<file path="src/rtl/uart_tx_sched.sv">
// uart_tx_sched: round-robin scheduler that feeds bytes from NUM_REQ
// requesters to a single UART sender, one whole frame per grant, with an
// enforced idle gap between frames and a timeout on stalled requesters.
module uart_tx_sched #(
    parameter int NUM_REQ    = 4,
    parameter int GAP_CYCLES = 16,
    parameter int TIMEOUT    = 255,
    localparam int GW        = $clog2(NUM_REQ)
) (
    input  logic                 clk,
    input  logic                 rst,
    input  logic [NUM_REQ-1:0]   req_valid,
    input  logic [8*NUM_REQ-1:0] req_data,
    input  logic [NUM_REQ-1:0]   req_last,
    output logic [NUM_REQ-1:0]   req_ready,
    output logic                 snd_valid,
    output logic [7:0]           snd_data,
    input  logic                 snd_done,
    output logic [GW-1:0]        grant_id,
    output logic                 busy,
    output logic                 frame_done,
    output logic                 abort
);

    typedef enum logic [1:0] {S_IDLE, S_FETCH, S_SEND, S_GAP} state_t;

    state_t        r_state;
    state_t        w_state_nxt;
    logic [GW-1:0] r_grant_id;
    logic [GW-1:0] r_last_grant;
    logic [7:0]    r_snd_data;
    logic          r_snd_valid;
    logic          r_last;
    logic          r_frame_done;
    logic          r_abort;
    logic [7:0]    r_tcnt;
    logic [7:0]    r_gcnt;

    logic [GW-1:0] w_rr_pick;
    logic          w_any_valid;
    logic          w_gnt_valid;
    logic          w_hs;
    logic [8:0]    w_tcnt_inc;
    logic          w_timeout;
    logic [8:0]    w_gcnt_inc;
    logic          w_gap_end;
    logic          w_frame_end;

    assign w_any_valid = |req_valid;
    assign w_gnt_valid = req_valid[r_grant_id];
    assign w_hs        = (r_state == S_FETCH) && w_gnt_valid;
    assign w_tcnt_inc  = {1'b0, r_tcnt} + 9'd1;
    // The counter only advances while the owner is stalled, so reaching
    // TIMEOUT on this increment is the abort condition.
    assign w_timeout   = (r_state == S_FETCH) && !w_gnt_valid && (w_tcnt_inc == 9'(TIMEOUT));
    assign w_gcnt_inc  = {1'b0, r_gcnt} + 9'd1;
    // GAP always lasts at least one cycle, so GAP_CYCLES of 0 and 1 behave alike.
    assign w_gap_end   = (r_state == S_GAP) && (w_gcnt_inc >= 9'(GAP_CYCLES));
    assign w_frame_end = ((r_state == S_SEND) && snd_done && r_last) || w_timeout;

    // Round-robin pick: nearest valid requester after last_grant wins.
    always_comb begin
        int idx;
        w_rr_pick = r_last_grant;
        for (int k = NUM_REQ; k >= 1; k--) begin
            idx = (int'(r_last_grant) + k) % NUM_REQ;
            if (req_valid[GW'(idx)]) w_rr_pick = GW'(idx);
        end
    end

    // State register.
    always_ff @(posedge clk) begin
        if (rst) r_state <= S_IDLE;
        else     r_state <= w_state_nxt;
    end

    // Next-state decode.
    always_comb begin
        w_state_nxt = r_state;
        case (r_state)
            S_IDLE:  if (w_any_valid) w_state_nxt = S_FETCH;
            S_FETCH: begin
                if (w_hs)           w_state_nxt = S_SEND;
                else if (w_timeout) w_state_nxt = S_GAP;
            end
            S_SEND:  if (snd_done) w_state_nxt = r_last ? S_GAP : S_FETCH;
            S_GAP:   if (w_gap_end) w_state_nxt = S_IDLE;
            default: w_state_nxt = S_IDLE;
        endcase
    end

    // Combinational outputs: ready only toward the owner while fetching.
    always_comb begin
        req_ready = '0;
        busy      = (r_state != S_IDLE);
        if (r_state == S_FETCH) req_ready[r_grant_id] = w_gnt_valid;
    end

    // Grant bookkeeping, byte capture, counters and one-cycle pulses.
    always_ff @(posedge clk) begin
        if (rst) begin
            r_grant_id   <= '0;
            r_last_grant <= GW'(NUM_REQ - 1);
            r_snd_data   <= '0;
            r_snd_valid  <= 1'b0;
            r_last       <= 1'b0;
            r_frame_done <= 1'b0;
            r_abort      <= 1'b0;
            r_tcnt       <= '0;
            r_gcnt       <= '0;
        end else begin
            r_snd_valid  <= w_hs;
            r_frame_done <= (r_state == S_SEND) && snd_done && r_last;
            r_abort      <= w_timeout;
            if ((r_state == S_IDLE) && w_any_valid) r_grant_id <= w_rr_pick;
            if (w_hs) begin
                r_snd_data <= req_data[{r_grant_id, 3'b000} +: 8];
                r_last     <= req_last[r_grant_id];
            end
            if (w_frame_end) r_last_grant <= r_grant_id;
            if (w_hs || (r_state == S_IDLE))
                r_tcnt <= '0;
            else if ((r_state == S_FETCH) && !w_gnt_valid)
                r_tcnt <= w_tcnt_inc[7:0];
            if ((r_state == S_GAP) && !w_gap_end)
                r_gcnt <= w_gcnt_inc[7:0];
            else
                r_gcnt <= '0;
        end
    end

    assign snd_valid  = r_snd_valid;
    assign snd_data   = r_snd_data;
    assign grant_id   = r_grant_id;
    assign frame_done = r_frame_done;
    assign abort      = r_abort;

endmodule

</file>
<file path="config.mk">
export PLATFORM = sky130hd
export DESIGN_NAME = uart_tx_sched
export DESIGN_NICKNAME = d
export VERILOG_FILES = /design/src/rtl/uart_tx_sched.sv
export SDC_FILE = /design/constraint.sdc
export NUM_CORES = 1
export LEC_CHECK = 0
export BUFFER_PORTS_ARGS = -buffer_cell sky130_fd_sc_hd__buf_2
export CAP_MARGIN = 15
export CORE_ASPECT_RATIO = 0.9
export CORE_MARGIN = 2
export CORE_UTILIZATION = 31
export CTS_BUF_LIST = sky130_fd_sc_hd__clkbuf_8
export CTS_CLUSTER_DIAMETER = 60
export DETAILED_ROUTE_END_ITERATION = 8
export GPL_TIMING_DRIVEN = 0
export PLACE_DENSITY = 0.55
export SLEW_MARGIN = 20
export SYNTH_ARGS = -nofsm -noshare
export SYNTH_HDL_FRONTEND = slang
export SYNTH_SLANG_ARGS = --single-unit
</file>
<file path="constraint.sdc">
create_clock -name clk -period 2.3 [get_ports clk]
set_clock_uncertainty 0.1 [all_clocks]
set_input_delay 0.23 -clock clk [delete_from_list [all_inputs] [get_ports clk]]
set_output_delay 0.23 -clock clk [all_outputs]
set_load 0.05 [all_outputs]
</file>
### Word-level counts from Yosys, hierarchy flattened

Index checks and enable logic that the tools add are counted.

* register bits after elaboration: 34
* bits of input ports: 43
* output and inout bits: 18
* logic and storage cells: 83

* shift-type cells: 1
* add/sub/neg operators: 6
* bitwise gates (word level): 2
* equal/unequal tests: 8
* $lt $le $gt $ge: 7
* muxes and demuxes: 30
* reductions and logical operators: 19

Operator list (count)
* 32-bit by 6-bit variable part select with 8-bit output: 1
* 2-bit two-way mux: 10
* 8-bit by 1-bit adder with 9-bit output (second input constant): 2
* 2-bit by 4-bit less-than comparator with 1-bit output (second input constant): 4
* 1-bit binary-select mux with 2-bit select: 6
* 1-bit two-way mux: 11
* 9-bit by 8-bit equality test with 1-bit output (second input constant): 1
* 9-bit by 5-bit >= comparator with 1-bit output (second input constant): 1
* 1-bit logical AND: 9
* 2-bit one-hot mux with 4 select lines: 1
* 2-bit inequality test (second input constant): 3
* 2-bit by 1-bit adder with 2-bit output (second input constant): 2
* 2-bit adder (second input constant): 2
* 4-bit bitwise AND: 1
* 2-bit equality test (second input constant): 2
* 4-bit two-way mux: 1
* 4-bit AND reduction: 1
* 2-bit OR reduction: 2
* 4-bit OR reduction: 1
* 2-bit by 3-bit less-than comparator with 1-bit output (second input constant): 1
* 3-bit inequality test (second input constant): 1
* 1-bit demux with 2-bit select: 1
* 2-bit by 1-bit equality test with 1-bit output (second input constant): 1
* 2-bit by 1-bit >= comparator with 1-bit output (second input constant): 1
* 5 further kinds: 7

### Longest topological paths before layout

Gate-level depths: netlist of run 1.

* depth after elaboration: 8
* mapped depth: 7
* gate-level depth less buffers: 6

### Worst setup path after synthesis of run 1

Ideal clock, no wire load.

* path type: register to output
* start point: reg r_grant_id[0] (netlist: grant_id[0])
* end point: out req_ready[0]
* data required time: 1970 ps
* data arrival time: 2635 ps
* cell stages (with the launch flop): 7
* path buffers: 3
* setup slack: -665 ps
* cell sequence: dfxtp_1 -> buf_2 -> mux4_2 -> buf_2 -> nand3b_1 -> buf_2 -> nor3_1

* word-level cells in the longest chain between the ends: 6
* elaborated cells on any way between the ends: 9
* those cells by class: 2 x order compare; 5 x mux; 1 x bitwise; 1 x reduce/logical

RTL lines
* start: declaration: line 29 `logic [GW-1:0] r_grant_id;`
* start signal: assignment: line 115 `if ((r_state == S_IDLE) && w_any_valid) r_grant_id <= w_rr_pick;`
* 2-bit by 3-bit less-than comparator with 1-bit output (not written as such) or 2-bit by 1-bit >= comparator with 1-bit output (tied branches): line 96 `if (r_state == S_FETCH) req_ready[r_grant_id] = w_gnt_valid;`
* 1-bit logical AND (not written as such): line 96
* 1-bit two-way mux (not written as such): line 96
* 1-bit demux with 2-bit select: line 96
* 4-bit bitwise AND (no source line) *
* 4-bit two-way mux *: line 96
* end: declaration: line 15 `output logic [NUM_REQ-1:0] req_ready,`

Every way passes the cells marked *; elsewhere a longest branch is shown, timed or not. The select of a mux whose other input is x is not followed.

### Worst setup path in the final report of run 1

* start point: reg r_grant_id[1] (netlist: grant_id[1])
* end point: out req_ready[1]

Same word-level chain as after synthesis.

==> results of run 1 <==
-- state kept, by name (all words and copies together) (netlist names) --
signal / cells
r_gcnt: 8
r_tcnt: 8
snd_data: 8
grant_id: 2
r_last_grant: 2
r_state: 2
abort: 1
frame_done: 1
r_last: 1
snd_valid: 1
-- critical path, cell delays in order, from the launching register on --
cell	delay, ns
dfxtp_4	0.36
mux4_2	0.53
and3b_1	0.18
buf_2	0.19
nand2_4	0.12
nor2_4	0.03
buf_4	0.19
-- power by group --
| part | switching (mW) | internal (mW) |
|---|---|---|
| logic | 0.219 | 0.142 |
| clock network | 0.213 | 0.237 |
| registers | 0.0235 | 0.616 |
-- final cells by class --
type                    count  area, um^2  area share [%]
plain buffers               8        37.5            1.65
clock buffers               6        82.6            3.62
clock inverters             2        8.76           0.384
inverters                   8        30.0            1.32
multi-input cells         141        1020            44.8
flip-flops and latches     34         686            30.1
well taps                  67        83.8            3.68
repair buffers             63         330            14.5
-- per-stage QoR --
step	area, um^2	hold WS, ns
2_1_floorplan	1770	0.326
3_3_place_gp	2150	0.340
3_5_place_dp	2150	0.345
4_1_cts	2280	0.199
5_1_grt	2280	0.214
6_report	2280	0.201
-- worst paths after layout --
check	from	endpoint	slack, ns	depth (start not counted)
max reg2reg	grant_id[1]$_SDFFE_PP0P_	r_tcnt[7]$_SDFFE_PP0P_	0.16	6
max	grant_id[1]$_SDFFE_PP0P_	req_ready[1]	0.08	6
min reg2reg	snd_data[1]$_SDFFE_PP0P_	snd_data[1]$_SDFFE_PP0P_	0.35	2
min	rst	snd_data[1]$_SDFFE_PP0P_	0.20	2
-- routing by layer --
metal  vias up  wire (um)
met3         4        207
li1        812          -
met4         0         31
met2        35       1830
met1       733       2040
met5         -          0
-- kinds of logic (layout without fill, tap and decap cells) --
logic type,Yosys count,in the layout,share of synthesized area (%)
buffers and inverters,18,87,4.22
AOI/OAI and AO/OA,34,34,12.2
DFF,34,34,39.6
other,1,4,0.218
xor gates and xnor gates,9,9,4.59
adders and majority gates,4,4,2.91
and+or+nand+nor,79,79,22.6
muxes,11,11,13.7
-- cells in the final DEF (no fill, tap or decap), types with 2 or more instances in the layout --
cell type	count
and3b_1	2
nor2_4	2
nor3_4	2
o21ai_1	3
inv_1	9
dfxtp_1	32
mux4_2	10
nand3b_1	2
nor4_1	3
clkbuf_1	4
nand3_1	5
a211oi_1	2
a21oi_1	17
nand2b_1	3
nor2_1	18
o221ai_1	2
conb_1	4
buf_2	59
o21ai_0	2
clkbuf_8	6
nand2_1	28
nor3_1	4
buf_4	7
xnor2_1	8
ha_1	4
nor4_2	2
-- repair_timing --
action                                  CTS  global route
resized for setup                         7             2
hold buffers                              0             0
buffers inserted                          4             0
gates cloned                              0             0
endpoints found under the setup margin    4             4
==> flow_metrics.env, run 1 <==
export IMPL_wl_um=4110
export IMPL_die_x_um=82.5
export IMPL_core_rowCount=25
export IMPL_overflow=0
export IMPL_io_buffers=59
export IMPL_cp_required_ns=1.97
export IMPL_die_h_um=74.6
export IMPL_finalPower_mw=1.45
export IMPL_met2_usage_pct=22.0
export IMPL_wl_per_cell_um=12.5
export IMPL_netlist_instances=190
export IMPL_initial_core_util_pct=32.5
export IMPL_use_met1_pct=19.7
export IMPL_synth_most_common_cell="dfxtp_1"
export IMPL_grt_pass1_vias=1465
export IMPL_setup_viol=0
export IMPL_yosysTopAreaCell="dfxtp_1"
export IMPL_tns_ns=0
export IMPL_drive_gt1_share_pct=36.3
export IMPL_antenna_left=0
export IMPL_cts_max_level=2
export IMPL_io_pins=61
export IMPL_final_cell_count_no_fill=329
export IMPL_netlist_area_um2=1720
export IMPL_dp_cells=319
export IMPL_synth_main_ff_cell="dfxtp_1"
export IMPL_diodes=0
export IMPL_worst_slew_margin_rel_pct=56.8
export IMPL_fmax_mhz=451
export IMPL_area_delta_synth_final_pct=32.7
export IMPL_die_area_um2=6160
export IMPL_setup_slack_ns=0.0821
export IMPL_grtUsageTotal_pct=14.3
export IMPL_cts_tree="yes"
export IMPL_insertion_delay_ns=0.28
export IMPL_status="finished, final reports clean"
export IMPL_nNetsFinal=308
export IMPL_ys_ff_latch=34
export IMPL_endpoint_kind="output pin"
export IMPL_vias=1584
export IMPL_tightestPinTransition_ns=0.644
export IMPL_via_per_inst=4.81
export IMPL_fill_cells=532
export IMPL_rsz0062_at_grt="no"
export IMPL_grt_max_degree=11
export IMPL_syn_avg_cell_area_um2=9.05
export IMPL_synth_area_leaders="dfxtp_1, mux4_2, nand2_1, a21oi_1, nor2_1"
export IMPL_yosys_warnings=0
export IMPL_synth_edf_count=0
export IMPL_cap_violations=0
export IMPL_yosysSeqAreaShare_pct=39.6
export IMPL_dr_pass1_iters=4
export IMPL_synth_cell_type_count=40
export IMPL_vdd_ir_drop_worst_uv=319
export IMPL_async_flop_share_pct=0
export IMPL_period_needed_ns=2.22
export IMPL_dpl_worst_slack_ns=0.00701
export IMPL_place_hpwl_um=3200
export IMPL_clkSinkCount=34
export IMPL_synth_common_cells="dfxtp_1, nand2_1, nor2_1"
export IMPL_p_per_area_nw_per_um2=636
export IMPL_cp_max_fo=10
export IMPL_setup_worst_path_class="register to output pin"
export IMPL_gr_usage_met3_pct=3.72
export IMPL_min_path_type="primary input to register"
export IMPL_root_buffer="clkbuf_8"
export IMPL_final_period_utilization_pct=96.4
export IMPL_drv_slew=0
export IMPL_grt_pass1_wl_um=6670
export IMPL_final_core_util_pct=43.1
export IMPL_synth_top_area_share_pct=39.6
export IMPL_drcViolationCount=0
export IMPL_core_area_um2=5290
export IMPL_crit_arrival_ns=1.89
export IMPL_grt_busiest_layer="met2"
export IMPL_place_gp_congestion=0.721
export IMPL_leakagePower_nw=0.966
export IMPL_cts_buffer_depth=2
export IMPL_startpoint_type="register"
export IMPL_drtIter0Drc=53
export IMPL_finalHoldViolCount=0
export IMPL_cts_made_buffers=5
export IMPL_antenna_found_initial=0
export IMPL_clk_pin_slew_ns=0.07
No activity file was read; power rests on OpenSTA's default activity.
==> inputs of run 2 (changes only) <==
- ABC_AREA: default -> 1
- MAX_ROUTING_LAYER: default -> met4
- PLACE_DENSITY: 0.55 -> 0.54
==> run 2 against run 1 <==
Against the previous run:
- cell count rose by 31%
- clock power barely moved
- first-iteration DRC count rose by 5.7%
- maximum frequency rose by 3.0%
- sequential share of layout area fell by 2.3 points
- clock-buffer cell count did not move
- die area rose by 12%
- critical path depth rose by 3
- sequential power rose by 4.7%
- global-route usage rose by 1.3 points
- critical endpoint is now req_ready[2]
- largest power group unchanged
- highest routed layer unchanged
==> flow_metrics.env, run 2 <==
export IMPL_root_buffer="clkbuf_8"
export IMPL_die_h_um=78.9
export IMPL_setup_viol=0
export IMPL_clkSinkCount=34
export IMPL_grtUsageTotal_pct=15.6
export IMPL_clockPowerShare_pct=25.1
export IMPL_synth_common_cells="nand2_1, dfxtp_1, nand3_1"
export IMPL_netlist_area_um2=1930
export IMPL_final_period_utilization_pct=93.6
export IMPL_cts_made_buffers=5
export IMPL_postCtsSetupBuffers=0
export IMPL_via_per_inst=4.83
export IMPL_setup_worst_path_class="register to output pin"
export IMPL_fin_area_um2=2450
export IMPL_nNetsFinal=404
export IMPL_synth_cell_type_count=32
export IMPL_internal_power_mw=1.08
export IMPL_hold_buffers=0
export IMPL_cap_violations=0
export IMPL_endpoint_kind="output pin"
export IMPL_dpl_cell_area_um2=2350
export IMPL_startpoint_type="register"
export IMPL_cts_tree="yes"
export IMPL_place_hpwl_um=3970
export IMPL_crit_arrival_ns=1.82
export IMPL_synth_area_leaders="dfxtp_1, nand2_1, nand3_1, a21oi_1, inv_1"
export IMPL_drive_gt1_share_pct=26.3
export IMPL_initial_core_util_pct=31.7
export IMPL_min_path_type="primary input to register"
export IMPL_cp_required_ns=1.97
export IMPL_yosys_warnings=0
export IMPL_grt_pass1_vias=1933
export IMPL_die_area_um2=6880
export IMPL_p_per_area_nw_per_um2=725
export IMPL_whs_ns=0.122
export IMPL_core_rowCount=27
export IMPL_overflow=0
export IMPL_mostFrequentLayoutCell="nand2_1"
export IMPL_cts_buffer_depth=2
export IMPL_period_needed_ns=2.15
export IMPL_p_seq_share_pct=37.7
export IMPL_fill_cells=672
export IMPL_synth_main_ff_cell="dfxtp_1"
export IMPL_async_flop_share_pct=0
export IMPL_status="finished, final reports clean"
export IMPL_layout_common_cells="nand2_1, buf_2, dfxtp_1"
export IMPL_io_buffers=60
export IMPL_io_pins=61
export IMPL_yosysTopAreaCell="dfxtp_1"
export IMPL_synth_most_common_cell="nand2_1"
export IMPL_netlist_instances=287
export IMPL_p_switching_mw=0.700
export IMPL_ys_ff_latch=34
export IMPL_cts_max_level=2
export IMPL_grt_pass1_wl_um=8490
export IMPL_drtIter0Drc=56
export IMPL_insertion_delay_ns=0.28
export IMPL_synth_top_area_share_pct=35.3
export IMPL_drcViolationCount=0
export IMPL_diodes=0
export IMPL_fmax_mhz=464
export IMPL_p_comb_share_pct=37.2
export IMPL_area_delta_synth_final_pct=27.0
export IMPL_wl_per_cell_um=11.6
export IMPL_antenna_found_initial=0
export IMPL_core_area_um2=6080
export IMPL_finalPower_mw=1.78
export IMPL_netSwitchingFraction_pct=39.3
export IMPL_grt_max_degree=11
export IMPL_finalHoldViolCount=0
export IMPL_place_gp_congestion=0.836
export IMPL_dr_pass1_iters=4
export IMPL_clk_pin_slew_ns=0.07
export IMPL_vdd_ir_drop_worst_uv=356
export IMPL_syn_avg_cell_area_um2=6.73
export IMPL_die_x_um=87.2
export IMPL_worst_slew_margin_rel_pct=62.5
export IMPL_vias=2077
export IMPL_antenna_left=0
export IMPL_cp_max_fo=10
export IMPL_yosysSeqAreaShare_pct=35.3
export IMPL_drv_slew=0
export IMPL_leakagePower_nw=1.14
export IMPL_tightestPinTransition_ns=0.560
export IMPL_synth_edf_count=0
export IMPL_wl_um=4970
[run 2: worst paths after layout]
| path | slack (ns) | cells past startpoint | from | endpoint |
|---|---|---|---|---|
| worst max-delay path | 0.15 | 9 | grant_id[0]$_SDFFE_PP0P_ | req_ready[2] |
| worst min-delay path | 0.12 | 3 | req_data[31] | snd_data[7]$_SDFFE_PP0P_ |
| worst max register to register | 0.59 | 11 | r_tcnt[1]$_SDFFE_PP0P_ | r_state[1]$_SDFFE_PP0P_ |
| worst min register to register | 0.37 | 1 | r_gcnt[0]$_SDFF_PP0_ | r_gcnt[0]$_SDFF_PP0_ |
[run 2: metrics by stage]
stage | instances | setup WS [ns] | setup TNS, ns | util, %
floorplan | 290 | -0.0379 | -0.114 | -
global placement | 422 | 0.410 | 0 | 38.6
detailed placement | 422 | 0.436 | 0 | 38.6
CTS | 430 | 0.115 | 0 | 40.1
global route | 430 | -0.00483 | -0.00483 | 40.3
finish | 430 | 0.146 | 0 | 40.3
[run 2: layer usage]
layer | track usage [%] | up-vias | wire length [um]
li1 | - | 1096 | -
met1 | 21.7 | 932 | 2530
met2 | 23.2 | 45 | 2150
met3 | 3.95 | 4 | 271
met4 | 2.77 | 0 | 26
met5 | - | - | 0
[run 2: critical path: stages (launching register included)]
cell      delay (ns)
dfxtp_1         0.37
buf_6           0.15
nand2_1         0.05
o21ai_1         0.07
nand2_1         0.09
nand2_1         0.08
nand2_2         0.11
buf_2           0.23
nor3_2          0.13
clkbuf_4        0.25
[run 2: layout make-up]
type                            instances  area (um^2)  area share, %
Multi-Input combinational cell        218         1110           45.3
Sequential cell                        34          681           27.8
Timing Repair Buffer                   60          310           12.7
Inverter                               31          116           4.75
Tap cell                               72         90.1           3.68
Clock buffer                            6         82.6           3.37
Buffer                                  7         51.3           2.09
Clock inverter                          2         8.76          0.357
[run 2: cell families after synthesis]
family	count (synthesis)	synth area share, %
AND/OR/NAND/NOR	157	37.3
AO/OA/AOI/OAI	53	15.9
buffers and inverters	38	8.68
flip-flops	34	35.3
adder cells (fa/ha/maj)	4	2.59
other	1	0.194
[run 2: what timing repair did]
action | in CTS | in global routing
hold endpoints to repair | 0 | 0
gates resized for setup | 0 | 6
endpoints found under the setup margin | 0 | 4
[run 2: power groups by stage]
stage	clock network, mW	logic, mW	registers, mW
CTS	0.462	0.666	0.669
floorplan	0	0.388	0.780
global route	0.490	0.732	0.675
detailed placement	0	0.665	0.681
global placement	0	0.660	0.682
finish	0.447	0.662	0.670
==> inputs of run 3 (changes only) <==
- BUFFER_PORTS_ARGS: -buffer_cell sky130_fd_sc_hd__buf_2 -> default
- CAP_MARGIN: 15 -> 5
- CORE_UTILIZATION: 31 -> 60
- DONT_BUFFER_PORTS: default -> 1
- PLACE_DENSITY: 0.54 -> 0.77
==> run 3 against run 2 <==
Against the previous run:
- clock-buffer cell count is the same
- combinational power shrank 23%
- sequential power grew 17%
- global-route usage grew 11 points
- core utilization grew 32 points
- worst hold slack lost 0.094 ns
- clock power grew 53%
==> flow_metrics.env, run 3 (synthesized netlist as in run 2, its figures left out) <==
export IMPL_status="finished, final reports clean"
export IMPL_drive_gt1_share_pct=13.3
export IMPL_cts_buffer_depth=2
export IMPL_grt_pass1_vias=1793
export IMPL_min_path_type="primary input to register"
export IMPL_cp_max_fo=15
export IMPL_die_area_um2=3690
export IMPL_diodes=0
export IMPL_finalPower_mw=1.98
export IMPL_overflow=0
export IMPL_setup_viol=0
export IMPL_final_cell_count_no_fill=342
export IMPL_setup_slack_ns=0.126
export IMPL_dp_cells=332
export IMPL_startpoint_type="register"
export IMPL_tightestPinTransition_ns=0.613
export IMPL_p_comb_share_pct=25.8
export IMPL_fin_area_um2=2210
export IMPL_antenna_found_initial=0
export IMPL_core_rowCount=19
export IMPL_multi_input_area_um2=1140
export IMPL_finalHoldViolCount=0
export IMPL_io_buffers=0
export IMPL_leakagePower_nw=0.927
export IMPL_fill_cells=255
export IMPL_grtUsageTotal_pct=26.4
export IMPL_layout_common_cells="nand2_1, nand3_1, dfxtp_1"
export IMPL_grt_pass1_wl_um=7460
export IMPL_cts_tree="yes"
export IMPL_dpl_worst_slack_ns=-0.199
export IMPL_vdd_ir_drop_worst_uv=538
export IMPL_holdPathEnd="snd_data[4]$_SDFFE_PP0P_"
export IMPL_worst_slew_margin_rel_pct=59.2
export IMPL_dr_pass1_iters=4
export IMPL_place_gp_congestion=0.850
export IMPL_insertion_delay_ns=0.28
export IMPL_p_seq_share_pct=39.5
export IMPL_area_delta_synth_final_pct=14.6
export IMPL_cp_required_ns=1.97
export IMPL_cts_max_level=2
export IMPL_drtIter0Drc=140
export IMPL_nNetsFinal=346
export IMPL_root_buffer="clkbuf_8"
export IMPL_crit_arrival_ns=1.84
export IMPL_p_per_area_nw_per_um2=893
export IMPL_drcViolationCount=0
export IMPL_r2r_slack_ns=0.38
export IMPL_die_h_um=57.8
export IMPL_wl_per_cell_um=13.0
export IMPL_hold_start="req_data[28]"
export IMPL_clkSinkCount=34
export IMPL_rsz0062_at_grt="no"
export IMPL_worstRegToRegCells=7
export IMPL_r2r_end="snd_data[7]$_SDFFE_PP0P_"
export IMPL_seq_area_um2=688
export IMPL_grt_max_degree=12
export IMPL_cts_made_buffers=5
export IMPL_place_hpwl_um=3200
export IMPL_antenna_left=0
export IMPL_clockPowerShare_pct=34.7
export IMPL_core_area_um2=3070
export IMPL_final_core_util_pct=72.2
export IMPL_hold_depth=2
export IMPL_io_pins=61
export IMPL_clk_pin_slew_ns=0.07
export IMPL_die_x_um=63.8
export IMPL_netSwitchingFraction_pct=35.8
export IMPL_wl_um=4450
export IMPL_p_switching_mw=0.708
export IMPL_dpl_cell_area_um2=2010
export IMPL_final_period_utilization_pct=94.5
export IMPL_vias=1921
export IMPL_drv_slew=0
export IMPL_setup_worst_path_class="register to output pin"
export IMPL_period_needed_ns=2.17
export IMPL_worstReg2RegStart="grant_id[0]$_SDFFE_PP0P_"
export IMPL_via_per_inst=5.62
export IMPL_endpoint_kind="output pin"
export IMPL_initial_core_util_pct=63.0
export IMPL_internal_power_mw=1.27
export IMPL_cap_violations=0
export IMPL_fmax_mhz=460
export IMPL_mostFrequentLayoutCell="nand2_1"
## run 3: changes by cell type in the layout (fill, tap and decap cells not counted), sizes merged
cell,change
bufinv,+2
clkinv,-1
clkbuf,-3
dlygate4sd3,+1
buf,-56
inv,-1
## run 3: per-layer routing
metal	track usage, %	vias to the layer above	routed length [um]
met5	-	-	0
met4	8.39	0	59
met3	6.41	6	266
met2	43.9	63	2200
met1	31.8	873	1920
li1	-	979	-
## run 3: per-stage QoR
step	hold WS, ns	TNS (ns)
2_1_floorplan	0.199	-0.114
3_3_place_gp	0.202	-0.567
6_report	0.0279	0
5_1_grt	0.0337	0
4_1_cts	0.0256	0
3_5_place_dp	0.203	-0.569
## run 3: how the worst max path moves through the flow
stage                   end                      from  slack [ns]
2_1_floorplan  req_ready[0]  grant_id[0]$_SDFFE_PP0P_       -0.04
3_3_place_gp   req_ready[2]  grant_id[0]$_SDFFE_PP0P_       -0.20
3_5_place_dp   req_ready[2]  grant_id[0]$_SDFFE_PP0P_       -0.20
4_1_cts        req_ready[2]  grant_id[1]$_SDFFE_PP0P_        0.04
5_1_grt        req_ready[1]  grant_id[0]$_SDFFE_PP0P_        0.02
6_report       req_ready[1]  grant_id[0]$_SDFFE_PP0P_        0.13
## run 3: repair_timing
item	in CTS	in global routing
pin swaps	1	3
endpoints found under the hold margin	4	0
hold buffers	1	0
endpoints found under the setup margin	4	3
gates cloned	0	0
resized for setup	13	2
setup buffers	2	0
## run 3: power by group through the flow
stage	registers (mW)	clock network, mW	logic (mW)
final	0.781	0.685	0.511
after global routing	0.786	0.718	0.566
after CTS	0.781	0.692	0.519
after detailed placement	0.789	0	0.469
after global placement	0.790	0	0.463
after floorplan	0.780	0	0.388
## run 3: layout make-up
| type | count | share of cell area (%) |
|---|---|---|
| clock inverter | 2 | 2.71 |
| sequential | 34 | 31.1 |
| multi-input combinational | 218 | 51.6 |
| buffer | 6 | 2.09 |
| inverter | 31 | 5.26 |
| timing repair buffer | 3 | 1.13 |
| clock buffer | 6 | 3.73 |
| tap | 42 | 2.37 |
## run 3: worst max-delay path, cell delays in order (launching register included)
cell,delay (ns)
dfxtp_4,0.45
buf_6,0.13
nand2_1,0.04
o21ai_1,0.07
nand2_1,0.10
nand2_2,0.09
nand2_4,0.15
nor3_4,0.52
